File: config.mk
export PLATFORM = sky130hd
export DESIGN_NAME = mem_arb_flat
export DESIGN_NICKNAME = d
export VERILOG_FILES = /design/src/rtl/mem_arb_pkg.sv /design/src/rtl/mem_arb_if.sv /design/src/rtl/mem_arb_pick.sv /design/src/rtl/mem_arb.sv /design/src/flat_wrapper.sv
export SDC_FILE = /design/constraint.sdc
export NUM_CORES = 1
export LEC_CHECK = 0
export ABC_CLOCK_PERIOD_IN_PS = 2770
export CORE_AREA = 2 2 108 110
export CTS_CLUSTER_DIAMETER = 80
export DETAILED_ROUTE_END_ITERATION = 10
export DIE_AREA = 0 0 110 112
export PLACE_DENSITY = 0.73
export REMOVE_ABC_BUFFERS = 1
export SETUP_SLACK_MARGIN = 0.15
export SLEW_MARGIN = 20
export SYNTH_ARGS = -nofsm -noshare
export SYNTH_HDL_FRONTEND = slang
export SYNTH_SLANG_ARGS = --single-unit
File: constraint.sdc
create_clock -name clk -period 2.77 [get_ports clk]
set_input_delay 0.831 -clock clk [delete_from_list [all_inputs] [get_ports clk]]
set_output_delay 0.831 -clock clk [all_outputs]
set_load 0.01 [all_outputs]
File: src/rtl/mem_arb_pkg.sv
// Shared types and constants for the unified memory arbiter.
// Optional feature macro: MEM_ARB_RR_EN (round-robin arbitration).
package mem_arb_pkg;

  localparam int unsigned ADRS_W = 32;
  localparam int unsigned DATA_W = 32;
  localparam int unsigned BE_W   = 4;
  localparam int unsigned LAT_W  = 3;   // holds latencies 1..7

  // Arbiter FSM encoding
  localparam logic [0:0] ARB_IDLE = 1'b0;
  localparam logic [0:0] ARB_WAIT = 1'b1;

  typedef enum logic {
    OWN_IF = 1'b0,
    OWN_DM = 1'b1
  } t_arb_owner;

  typedef struct packed {
    logic [ADRS_W-1:0] adrs;
    logic              wr_en;
    logic [DATA_W-1:0] wr_data;
    logic [BE_W-1:0]   byt_en;
    logic              sign_ext;
  } t_mem_req;

endpackage

File: src/rtl/mem_arb_if.sv
// Bus bundle between fetch/data requesters, the arbiter and the unified memory.
// master: requester + memory side (drives requests and mem_rd_data).
// slave : arbiter side (drives grants, responses and mem_* controls).
interface mem_arb_if;
  import mem_arb_pkg::*;

  // fetch port
  logic              if_req;
  logic [ADRS_W-1:0] if_adrs;
  logic              if_gnt;
  logic              if_rsp_vld;
  logic [DATA_W-1:0] if_rd_data;
  // data port
  logic              dm_req;
  logic              dm_wr_en;
  logic [ADRS_W-1:0] dm_adrs;
  logic [DATA_W-1:0] dm_wr_data;
  logic [BE_W-1:0]   dm_byt_en;
  logic              dm_sign_ext;
  logic              dm_gnt;
  logic              dm_rsp_vld;
  logic [DATA_W-1:0] dm_rd_data;
  // memory port
  logic [ADRS_W-1:0] mem_adrs;
  logic              mem_wr_en;
  logic [DATA_W-1:0] mem_wr_data;
  logic [BE_W-1:0]   mem_byt_en;
  logic              mem_sign_ext;
  logic [DATA_W-1:0] mem_rd_data;

  modport master (
    output if_req, if_adrs,
    output dm_req, dm_wr_en, dm_adrs, dm_wr_data, dm_byt_en, dm_sign_ext,
    output mem_rd_data,
    input  if_gnt, if_rsp_vld, if_rd_data,
    input  dm_gnt, dm_rsp_vld, dm_rd_data,
    input  mem_adrs, mem_wr_en, mem_wr_data, mem_byt_en, mem_sign_ext
  );

  modport slave (
    input  if_req, if_adrs,
    input  dm_req, dm_wr_en, dm_adrs, dm_wr_data, dm_byt_en, dm_sign_ext,
    input  mem_rd_data,
    output if_gnt, if_rsp_vld, if_rd_data,
    output dm_gnt, dm_rsp_vld, dm_rd_data,
    output mem_adrs, mem_wr_en, mem_wr_data, mem_byt_en, mem_sign_ext
  );

endinterface

File: src/rtl/mem_arb_pick.sv
// Combinational winner select between fetch and data requests.
// Ports: en_i (grant slot open), if_req_i, dm_req_i, if_favored_i (fetch
// wins a collision), if_win_o / dm_win_o (one-hot or zero).
module mem_arb_pick (
  input  logic en_i,
  input  logic if_req_i,
  input  logic dm_req_i,
  input  logic if_favored_i,
  output logic if_win_o,
  output logic dm_win_o
);

  // Data wins by default; fetch takes a collision only when favoured.
  always_comb begin
    if_win_o = 1'b0;
    dm_win_o = 1'b0;
    if (en_i) begin
      if (dm_req_i && !(if_req_i && if_favored_i)) dm_win_o = 1'b1;
      else if (if_req_i)                           if_win_o = 1'b1;
    end
  end

endmodule

File: src/rtl/mem_arb.sv
// Shares one single-port fixed-latency memory between fetch (IF) and data (DM).
// Ports: clk, rst_n (async, active-low), bus (mem_arb_if.slave: requests,
// grants, responses and the memory control/address/data lines).
// Parameters: MEM_RD_LAT (1..7) read latency, STARVE_MAX data grants tolerated
// while fetch waits. Macro MEM_ARB_RR_EN selects strict round-robin instead.
module mem_arb
  import mem_arb_pkg::*;
#(
  parameter int unsigned MEM_RD_LAT = 1,
  parameter int unsigned STARVE_MAX = 4
) (
  input  logic     clk,
  input  logic     rst_n,
  mem_arb_if.slave bus
);

  logic [0:0]        state_q, state_d;
  logic [LAT_W-1:0]  lat_q, lat_d;
  t_arb_owner        owner_q, owner_d;
  logic [ADRS_W-1:0] adrs_q, adrs_d;
  logic [BE_W-1:0]   byt_en_q, byt_en_d;
  logic              sign_ext_q, sign_ext_d;

  logic     last_cyc_c, grant_ok_c, if_favored_c;
  logic     if_win_c, dm_win_c, rd_grant_c;
  t_mem_req win_req_c;

  // Final latency cycle: response is due and a new grant may overlap it.
  assign last_cyc_c = (state_q == ARB_WAIT) && (lat_q == LAT_W'(MEM_RD_LAT));
  // Grants are suppressed while reset is held.
  assign grant_ok_c = rst_n && ((state_q == ARB_IDLE) || last_cyc_c);
  assign rd_grant_c = if_win_c || (dm_win_c && !bus.dm_wr_en);

`ifdef MEM_ARB_RR_EN
  // Round-robin: the last granted owner yields the next collision.
  t_arb_owner last_q, last_d;

  assign if_favored_c = (last_q == OWN_DM);

  always_comb begin
    last_d = last_q;
    if (dm_win_c)      last_d = OWN_DM;
    else if (if_win_c) last_d = OWN_IF;
  end

  always_ff @(posedge clk or negedge rst_n) begin
    if (!rst_n) last_q <= OWN_IF;
    else        last_q <= last_d;
  end
`else
  // Starvation counter: data grants taken while fetch was waiting.
  localparam int unsigned STARVE_W = $clog2(STARVE_MAX + 1);
  logic [STARVE_W-1:0] starve_q, starve_d;

  assign if_favored_c = (starve_q == STARVE_W'(STARVE_MAX));

  always_comb begin
    starve_d = starve_q;
    if (!bus.if_req || if_win_c)
      starve_d = '0;
    else if (dm_win_c && (starve_q != STARVE_W'(STARVE_MAX)))
      starve_d = starve_q + STARVE_W'(1);
  end

  always_ff @(posedge clk or negedge rst_n) begin
    if (!rst_n) starve_q <= '0;
    else        starve_q <= starve_d;
  end
`endif

  mem_arb_pick u_pick (
    .en_i         (grant_ok_c),
    .if_req_i     (bus.if_req),
    .dm_req_i     (bus.dm_req),
    .if_favored_i (if_favored_c),
    .if_win_o     (if_win_c),
    .dm_win_o     (dm_win_c)
  );

  // Winner's request fields; fetch is always a full-word read.
  always_comb begin
    win_req_c = '0;
    if (dm_win_c) begin
      win_req_c.adrs     = bus.dm_adrs;
      win_req_c.wr_en    = bus.dm_wr_en;
      win_req_c.wr_data  = bus.dm_wr_data;
      win_req_c.byt_en   = bus.dm_byt_en;
      win_req_c.sign_ext = bus.dm_sign_ext;
    end else if (if_win_c) begin
      win_req_c.adrs   = bus.if_adrs;
      win_req_c.byt_en = '1;
    end
  end

  // Grants, response routing and memory drive.
  always_comb begin
    bus.if_gnt     = if_win_c;
    bus.dm_gnt     = dm_win_c;
    bus.if_rsp_vld = last_cyc_c && (owner_q == OWN_IF);
    bus.dm_rsp_vld = last_cyc_c && (owner_q == OWN_DM);
    bus.if_rd_data = '0;
    bus.dm_rd_data = '0;
    if (last_cyc_c && (owner_q == OWN_IF)) bus.if_rd_data = bus.mem_rd_data;
    if (last_cyc_c && (owner_q == OWN_DM)) bus.dm_rd_data = bus.mem_rd_data;

    if (if_win_c || dm_win_c) begin
      bus.mem_adrs     = win_req_c.adrs;
      bus.mem_wr_en    = win_req_c.wr_en;
      bus.mem_wr_data  = win_req_c.wr_data;
      bus.mem_byt_en   = win_req_c.byt_en;
      bus.mem_sign_ext = win_req_c.sign_ext;
    end else begin
      bus.mem_adrs     = adrs_q;
      bus.mem_wr_en    = 1'b0;
      bus.mem_wr_data  = '0;
      bus.mem_byt_en   = (state_q == ARB_WAIT) ? byt_en_q : '0;
      bus.mem_sign_ext = sign_ext_q;
    end
  end

  // Next state: a read grant (re)starts the latency count and captures its fields.
  always_comb begin
    state_d    = state_q;
    lat_d      = lat_q;
    owner_d    = owner_q;
    adrs_d     = adrs_q;
    byt_en_d   = byt_en_q;
    sign_ext_d = sign_ext_q;
    if (last_cyc_c)                 state_d = ARB_IDLE;
    else if (state_q == ARB_WAIT)   lat_d   = lat_q + LAT_W'(1);
    if (rd_grant_c) begin
      state_d    = ARB_WAIT;
      lat_d      = LAT_W'(1);
      owner_d    = dm_win_c ? OWN_DM : OWN_IF;
      adrs_d     = win_req_c.adrs;
      byt_en_d   = win_req_c.byt_en;
      sign_ext_d = win_req_c.sign_ext;
    end
  end

  always_ff @(posedge clk or negedge rst_n) begin
    if (!rst_n) begin
      state_q    <= ARB_IDLE;
      lat_q      <= '0;
      owner_q    <= OWN_IF;
      adrs_q     <= '0;
      byt_en_q   <= '0;
      sign_ext_q <= 1'b0;
    end else begin
      state_q    <= state_d;
      lat_q      <= lat_d;
      owner_q    <= owner_d;
      adrs_q     <= adrs_d;
      byt_en_q   <= byt_en_d;
      sign_ext_q <= sign_ext_d;
    end
  end

endmodule

File: src/flat_wrapper.sv
// flat-port wrapper written by rule: the top's interface ports become plain ports
module mem_arb_flat import mem_arb_pkg::*;
#(
  parameter int unsigned MEM_RD_LAT = 1,
  parameter int unsigned STARVE_MAX = 4
)
  (clk, rst_n, bus_if_req, bus_if_adrs, bus_dm_req, bus_dm_wr_en, bus_dm_adrs, bus_dm_wr_data, bus_dm_byt_en, bus_dm_sign_ext, bus_mem_rd_data, bus_if_gnt, bus_if_rsp_vld, bus_if_rd_data, bus_dm_gnt, bus_dm_rsp_vld, bus_dm_rd_data, bus_mem_adrs, bus_mem_wr_en, bus_mem_wr_data, bus_mem_byt_en, bus_mem_sign_ext);
  mem_arb_if bus_i ();
  input  logic clk;
  input  logic rst_n;
  input wire logic [$bits(bus_i.if_req)-1:0] bus_if_req;
  input wire logic [$bits(bus_i.if_adrs)-1:0] bus_if_adrs;
  input wire logic [$bits(bus_i.dm_req)-1:0] bus_dm_req;
  input wire logic [$bits(bus_i.dm_wr_en)-1:0] bus_dm_wr_en;
  input wire logic [$bits(bus_i.dm_adrs)-1:0] bus_dm_adrs;
  input wire logic [$bits(bus_i.dm_wr_data)-1:0] bus_dm_wr_data;
  input wire logic [$bits(bus_i.dm_byt_en)-1:0] bus_dm_byt_en;
  input wire logic [$bits(bus_i.dm_sign_ext)-1:0] bus_dm_sign_ext;
  input wire logic [$bits(bus_i.mem_rd_data)-1:0] bus_mem_rd_data;
  output wire logic [$bits(bus_i.if_gnt)-1:0] bus_if_gnt;
  output wire logic [$bits(bus_i.if_rsp_vld)-1:0] bus_if_rsp_vld;
  output wire logic [$bits(bus_i.if_rd_data)-1:0] bus_if_rd_data;
  output wire logic [$bits(bus_i.dm_gnt)-1:0] bus_dm_gnt;
  output wire logic [$bits(bus_i.dm_rsp_vld)-1:0] bus_dm_rsp_vld;
  output wire logic [$bits(bus_i.dm_rd_data)-1:0] bus_dm_rd_data;
  output wire logic [$bits(bus_i.mem_adrs)-1:0] bus_mem_adrs;
  output wire logic [$bits(bus_i.mem_wr_en)-1:0] bus_mem_wr_en;
  output wire logic [$bits(bus_i.mem_wr_data)-1:0] bus_mem_wr_data;
  output wire logic [$bits(bus_i.mem_byt_en)-1:0] bus_mem_byt_en;
  output wire logic [$bits(bus_i.mem_sign_ext)-1:0] bus_mem_sign_ext;
  assign bus_i.if_req = bus_if_req;
  assign bus_i.if_adrs = bus_if_adrs;
  assign bus_i.dm_req = bus_dm_req;
  assign bus_i.dm_wr_en = bus_dm_wr_en;
  assign bus_i.dm_adrs = bus_dm_adrs;
  assign bus_i.dm_wr_data = bus_dm_wr_data;
  assign bus_i.dm_byt_en = bus_dm_byt_en;
  assign bus_i.dm_sign_ext = bus_dm_sign_ext;
  assign bus_i.mem_rd_data = bus_mem_rd_data;
  assign bus_if_gnt = bus_i.if_gnt;
  assign bus_if_rsp_vld = bus_i.if_rsp_vld;
  assign bus_if_rd_data = bus_i.if_rd_data;
  assign bus_dm_gnt = bus_i.dm_gnt;
  assign bus_dm_rsp_vld = bus_i.dm_rsp_vld;
  assign bus_dm_rd_data = bus_i.dm_rd_data;
  assign bus_mem_adrs = bus_i.mem_adrs;
  assign bus_mem_wr_en = bus_i.mem_wr_en;
  assign bus_mem_wr_data = bus_i.mem_wr_data;
  assign bus_mem_byt_en = bus_i.mem_byt_en;
  assign bus_mem_sign_ext = bus_i.mem_sign_ext;
  mem_arb #(.MEM_RD_LAT(MEM_RD_LAT), .STARVE_MAX(STARVE_MAX)) u_core (.clk(clk), .rst_n(rst_n), .bus(bus_i));
endmodule
### After elaboration in Yosys (flattened, before gate mapping)

Index checks and enable logic that the tools add are counted.
Widths: inputs -> output; s select.

* add/sub/neg operators: 2
* equality and inequality tests: 4
* muxes and demuxes: 27
* bitwise operators: 2
* reductions and logical operators: 19

Operators by type and width (count)
* $mux 32: 6
* $mux 33: 1
* $mux 4: 4
* $mux 3: 5
* $mux 1: 11
* $logic_and 1x1->1: 8
* $add 3x1->3 const B: 2
* $reduce_bool 2->1: 3
* $logic_or 1x1->1: 4
* $eq 3x1->1 const B: 1
* $eq 3x3->1 const B: 1
* $logic_not 1->1: 3
* $ne 3x3->1 const B: 1
* $ne 2x2->1 const B: 1
* $not 1->1: 2
* $reduce_and 2->1: 1

* register bits after elaboration: 45
* bits of input ports: 138
* output and inout port bits: 138
* logic and storage cells: 61

### Logic depth before layout (Yosys ltp)

* depth after elaboration: 10
* mapped depth: 11
* depth with buffers taken out: 9

### Cells and area by module

Synthesis repeated with hierarchy kept, for this count alone.

* cells, all modules: 482
* area, all modules: 3857.4 um^2

Modules (own cells, without submodules)
* mem_arb: times used 1, cells each 477, area an instance 3836.2 um^2, sequential area each 1126.1 um^2
* mem_arb_pick: times used 1, cells each 5, area an instance 21.3 um^2, sequential area each 0.0 um^2

### Least setup slack after synthesis

No wires, ideal clock.

* path kind: input port to output port
* start: input bus_dm_req
* end: output bus_mem_adrs[26]
* arrival: 2073 ps
* required time: 1939 ps
* slack: -134 ps
* stages on the path: 9
* cells stage by stage: a21boi_2 nor2_1 nand2_4 inv_4 or2_4 inv_2 buf_6 buf_6 a221o_1

* cells in the longest elaborated chain, start to end: 6
* elaborated cells between the ends (all ways): 9

RTL lines
* start: declaration: line flat_wrapper.sv:13 `input wire logic [$bits(bus_i.dm_req)-1:0] bus_dm_req;`
* $logic_and 1x1->1 (*): line mem_arb_pick.sv:18 `if (dm_req_i && !(if_req_i && if_favored_i)) dm_win_o = 1'b1;`
* $mux 1: line mem_arb_pick.sv:18
* $mux 1: line mem_arb_pick.sv:17 `if (en_i) begin`
* $mux 32: line mem_arb.sv:89 `end else if (if_win_c) begin`
* $mux 32: line mem_arb.sv:83 `if (dm_win_c) begin`
* $mux 32 (*): line mem_arb.sv:106 `if (if_win_c || dm_win_c) begin`
* end: declaration: line flat_wrapper.sv:26 `output wire logic [$bits(bus_i.mem_adrs)-1:0] bus_mem_adrs;`

Mark *: on every way between the ends. The rest lies on a longest branch, timed or not.

### Worst setup path in the final report

* start: input bus_dm_req
* end: output bus_mem_adrs[29]

Same word-level chain as after synthesis.

==> metrics.md <==
| Metric | Value |
|---|---|
| Slowest Stage Delay on Critical Path | `320 ps` |
| IO Pins | `276` |
| Total power | `5.472 mW` |
| Area grow syn2layout | `128.4%` |
| Gr ovfl total | `0` |
| Cell chain of the critical path | `buf_6 > a21boi_4 > nor2_2 > nand2_4 > inv_4 > or2_4 > clkinv_8 > buf_12 > a221o_1 > buf_2` |
| Post-synth top cells | `and2_1 (130), a221o_1 (64), dfrtp_1 (45)` |
| CP required | `1940 ps` |
| Final Cycle Share | `110.3%` |
| CTS root buffer | `clkbuf_16` |
| Num CTS Buffers | `5` |
| CTS Sinks | `45` |
| Leak pwr | `3.449 nW` |
| Die span in y | `112 um` |
| Final cell count without fillers | `824` |
| ANT nets after route | `0` |
| Syn Area/Cell | `9.565 sq um` |
| Top cell type's share of synthesized area | `35.46%` |
| EDFF count, synth | `0` |
| Vias in the first global route | `4080` |
| Die width | `110 um` |
| Crit path time final | `3056 ps` |
| First-pass GRT wire length | `22600 um` |
| Yosys top cell by area | `dfrtp_1` |
| Hold Vio Cnt, Final | `0` |
| Fmax | `327.2 MHz` |
| FF+latch area | `1126 sq um` |
| Fill count | `880` |
| Setup tns final | `-17620 ps` |
| DP HPWL | `11130 um` |
| Clock-pin slew on the worst setup and hold paths | `60 ps` |
| Clock Path Buffers | `2` |
| VDD IR-drop max | `0.0003647 V` |
| Flop-to-flop setup slack | `770 ps` |
| Setup violations, final | `105` |
| Prevailing post-synth register cell | `dfrtp_1` |
| FF-to-FF End | `u_core.adrs_q[22]` |
| CP Data Arrival Time | `2230 ps` |
| Initial core utilization | `28.42%` |
| Outcome | `finished with violations` |
| Crit-path max FO | `7` |
| Reg-to-Reg Start | `u_core.starve_q[1]` |
| Core ar. | `11170 sq um` |
| Post-Route WL | `16460 um` |
| DP Cell Count | `767` |
| Cell count after synthesis | `332` |
| Failing checks | `negative setup slack` |
| Crit path kind | `input pin to output port` |
| Avg WL per Cell | `19.97 um` |
| Layout Nets | `820` |
| Power density over the cells | `754.5 nW/um^2` |
| Via count | `4192` |
| Max-cap violations | `0` |
| Layout cells sized above 1 | `48.45%` |
| Routed vias/inst | `5.087` |
| YS warnings | `0` |
| Die area | `12320 sq um` |
| Sequential area share after synthesis | `35.46%` |
| CTS tree | `done` |
| Initial antenna violation count | `2` |
| Rows | `39` |
| Synth cell types | `39` |
| GPL Wtd Cong | `0.8404` |
| Hold Buf Count CTS | `0` |
| Worst-Skew Late Latency | `290 ps` |
| Port bufs | `275` |
| Multi-input logic area | `2136 sq um` |
| Most frequent cell after synthesis | `and2_1` |
| H-tree levels | `2` |
| R2R depth | `11` |
| Async set-reset flop share out of synthesis | `100.0%` |
| CP startpoint | `bus_dm_req` |
| Unrepaired setup endpoints after global routing | `true` |
| DR pass1 iterations | `4` |
| CP Launch Type | `input pin` |
| Top cells by area, synth | `dfrtp_1 (35%), and2_1 (26%), a221o_1 (20%)` |
| Total Routing Usage GR | `24.09%` |
| DR iter-0 viols | `211` |
| Worst min path class | `flip-flop to flip-flop` |
| Placed inst area | `6356 sq um` |
| Largest net degree at the start of global routing | `38` |
| Crit path max-delay cell type | `a221o_1` |
| Worst slew pin tran | `416.1 ps` |
| Skew final | `10.31 ps` |
| Netlist Area Pre-Place | `3176 sq um` |
| Setup ws final | `-286.1 ps` |
| Slew Limit Fails | `0` |
| Slew Limit Headroom | `72.26%` |
| Synthesized flop and latch total | `45` |
| # DRC | `0` |
| Post-Layout Inst Area | `7253 sq um` |
| Critical Path End Type | `output port` |
| CP endpoint | `bus_mem_adrs[29]` |
worst max-delay path: cells and delay by family:
| kind | cells | cell delay [ps] |
|---|---|---|
| compound gates | 2 | 450 |
| buf+inv | 5 | 560 |
| simple gates | 3 | 390 |
registers in the layout, indices dropped and copies added, names as in the netlist:
signal	cells
u_core.owner_q	1
u_core.sign_ext_q	1
u_core.lat_q	3
u_core.state_q	1
u_core.adrs_q	32
u_core.starve_q	3
u_core.byt_en_q	4
worst min-delay path by stage:
stage	slack [ps]	cells after the start	start	end
floorplan	460	2	u_core.byt_en_q[2]	u_core.byt_en_q[2]
global placement	480	1	u_core.sign_ext_q	u_core.sign_ext_q
detailed placement	490	2	u_core.byt_en_q[0]	u_core.byt_en_q[0]
CTS	500	2	u_core.byt_en_q[0]	u_core.byt_en_q[0]
global route	520	2	u_core.byt_en_q[0]	u_core.byt_en_q[0]
finish	510	2	u_core.byt_en_q[2]	u_core.byt_en_q[2]
per-layer routing:
layer | routed length (um) | track usage (%) | share of wire [%] | vias to the layer above
li1 | - | - | - | 1914
met1 | 6073 | 27.10 | 37 | 2027
met2 | 8580 | 44.50 | 52 | 215
met3 | 1256 | 5.211 | 7.6 | 36
met4 | 548 | 7.089 | 3.3 | 0
met5 | 0 | 0 | 0 | -
power by group:
| group | switching, mW | total, mW | internal (mW) |
|---|---|---|---|
| logic | 1.47 | 3.60 | 2.14 |
| registers | 0.218 | 1.18 | 0.966 |
| clock network | 0.255 | 0.683 | 0.428 |
layout make-up:
| class | count | area share (%) |
|---|---|---|
| clock inverter | 2 | 0.5348 |
| timing repair buffer | 367 | 49.56 |
| clock buffer | 6 | 1.777 |
| inverter | 8 | 0.6210 |
| sequential | 45 | 15.53 |
| tap | 143 | 2.467 |
| antenna | 2 | 0.06900 |
| multi-input combinational | 251 | 29.45 |
per-stage QoR:
step | utilization, % | hold WS [ps] | setup slack (ps)
2_1_floorplan | - | 464.4 | -1352
3_3_place_gp | 56.88 | 482.6 | -1047
3_5_place_dp | 56.88 | 485.9 | -1058
4_1_cts | 59.37 | 500.8 | -284.1
5_1_grt | 64.91 | 522.3 | -334.7
6_report | 64.91 | 505.8 | -286.1
logic make-up (layout without fill, tap and decap cells):
| family | after synthesis | count (layout) | synth area share [%] |
|---|---|---|---|
| other cells | 0 | 2 | 0 |
| flops | 45 | 45 | 35.46 |
| xor+xnor | 1 | 1 | 0.2759 |
| fa+ha+maj | 4 | 4 | 1.576 |
| simple gates | 159 | 159 | 30.34 |
| buf+inv | 36 | 383 | 5.595 |
| mux | 6 | 6 | 1.931 |
| compound gates | 81 | 81 | 24.82 |
timing repair:
item	4_1_cts	5_1_grt
pin swaps	22	22
buffers inserted	25	12
setup endpoints to repair	138	138
endpoints found under the hold margin	0	0
gates resized for setup	651	124
cloned	8	2
cell usage in the layout, fill, tap and decap left out, drive strengths merged:
| cell type | count |
|---|---|
| a22o | 2 |
| nor2b | 1 |
| a21o | 1 |
| and4b | 1 |
| mux2 | 1 |
| and2 | 130 |
| nor3 | 2 |
| nor2 | 5 |
| a221o | 64 |
| a311oi | 1 |
| ha | 4 |
| diode | 2 |
| o21a | 1 |
| a21boi | 2 |
| a31oi | 1 |
| clkdlybuf4s50 | 134 |
| and3 | 1 |
| o221ai | 1 |
| inv | 7 |
| bufinv | 1 |
| nand2b | 1 |
| buf | 231 |
| a2bb2oi | 4 |
| dfrtp | 45 |
| mux2i | 5 |
| clkinv | 2 |
| nand2 | 16 |
| o2111a | 1 |
| xor2 | 1 |
| or2 | 2 |
| a21oi | 3 |
| clkbuf | 8 |
Power figures use the tool's default switching activity.
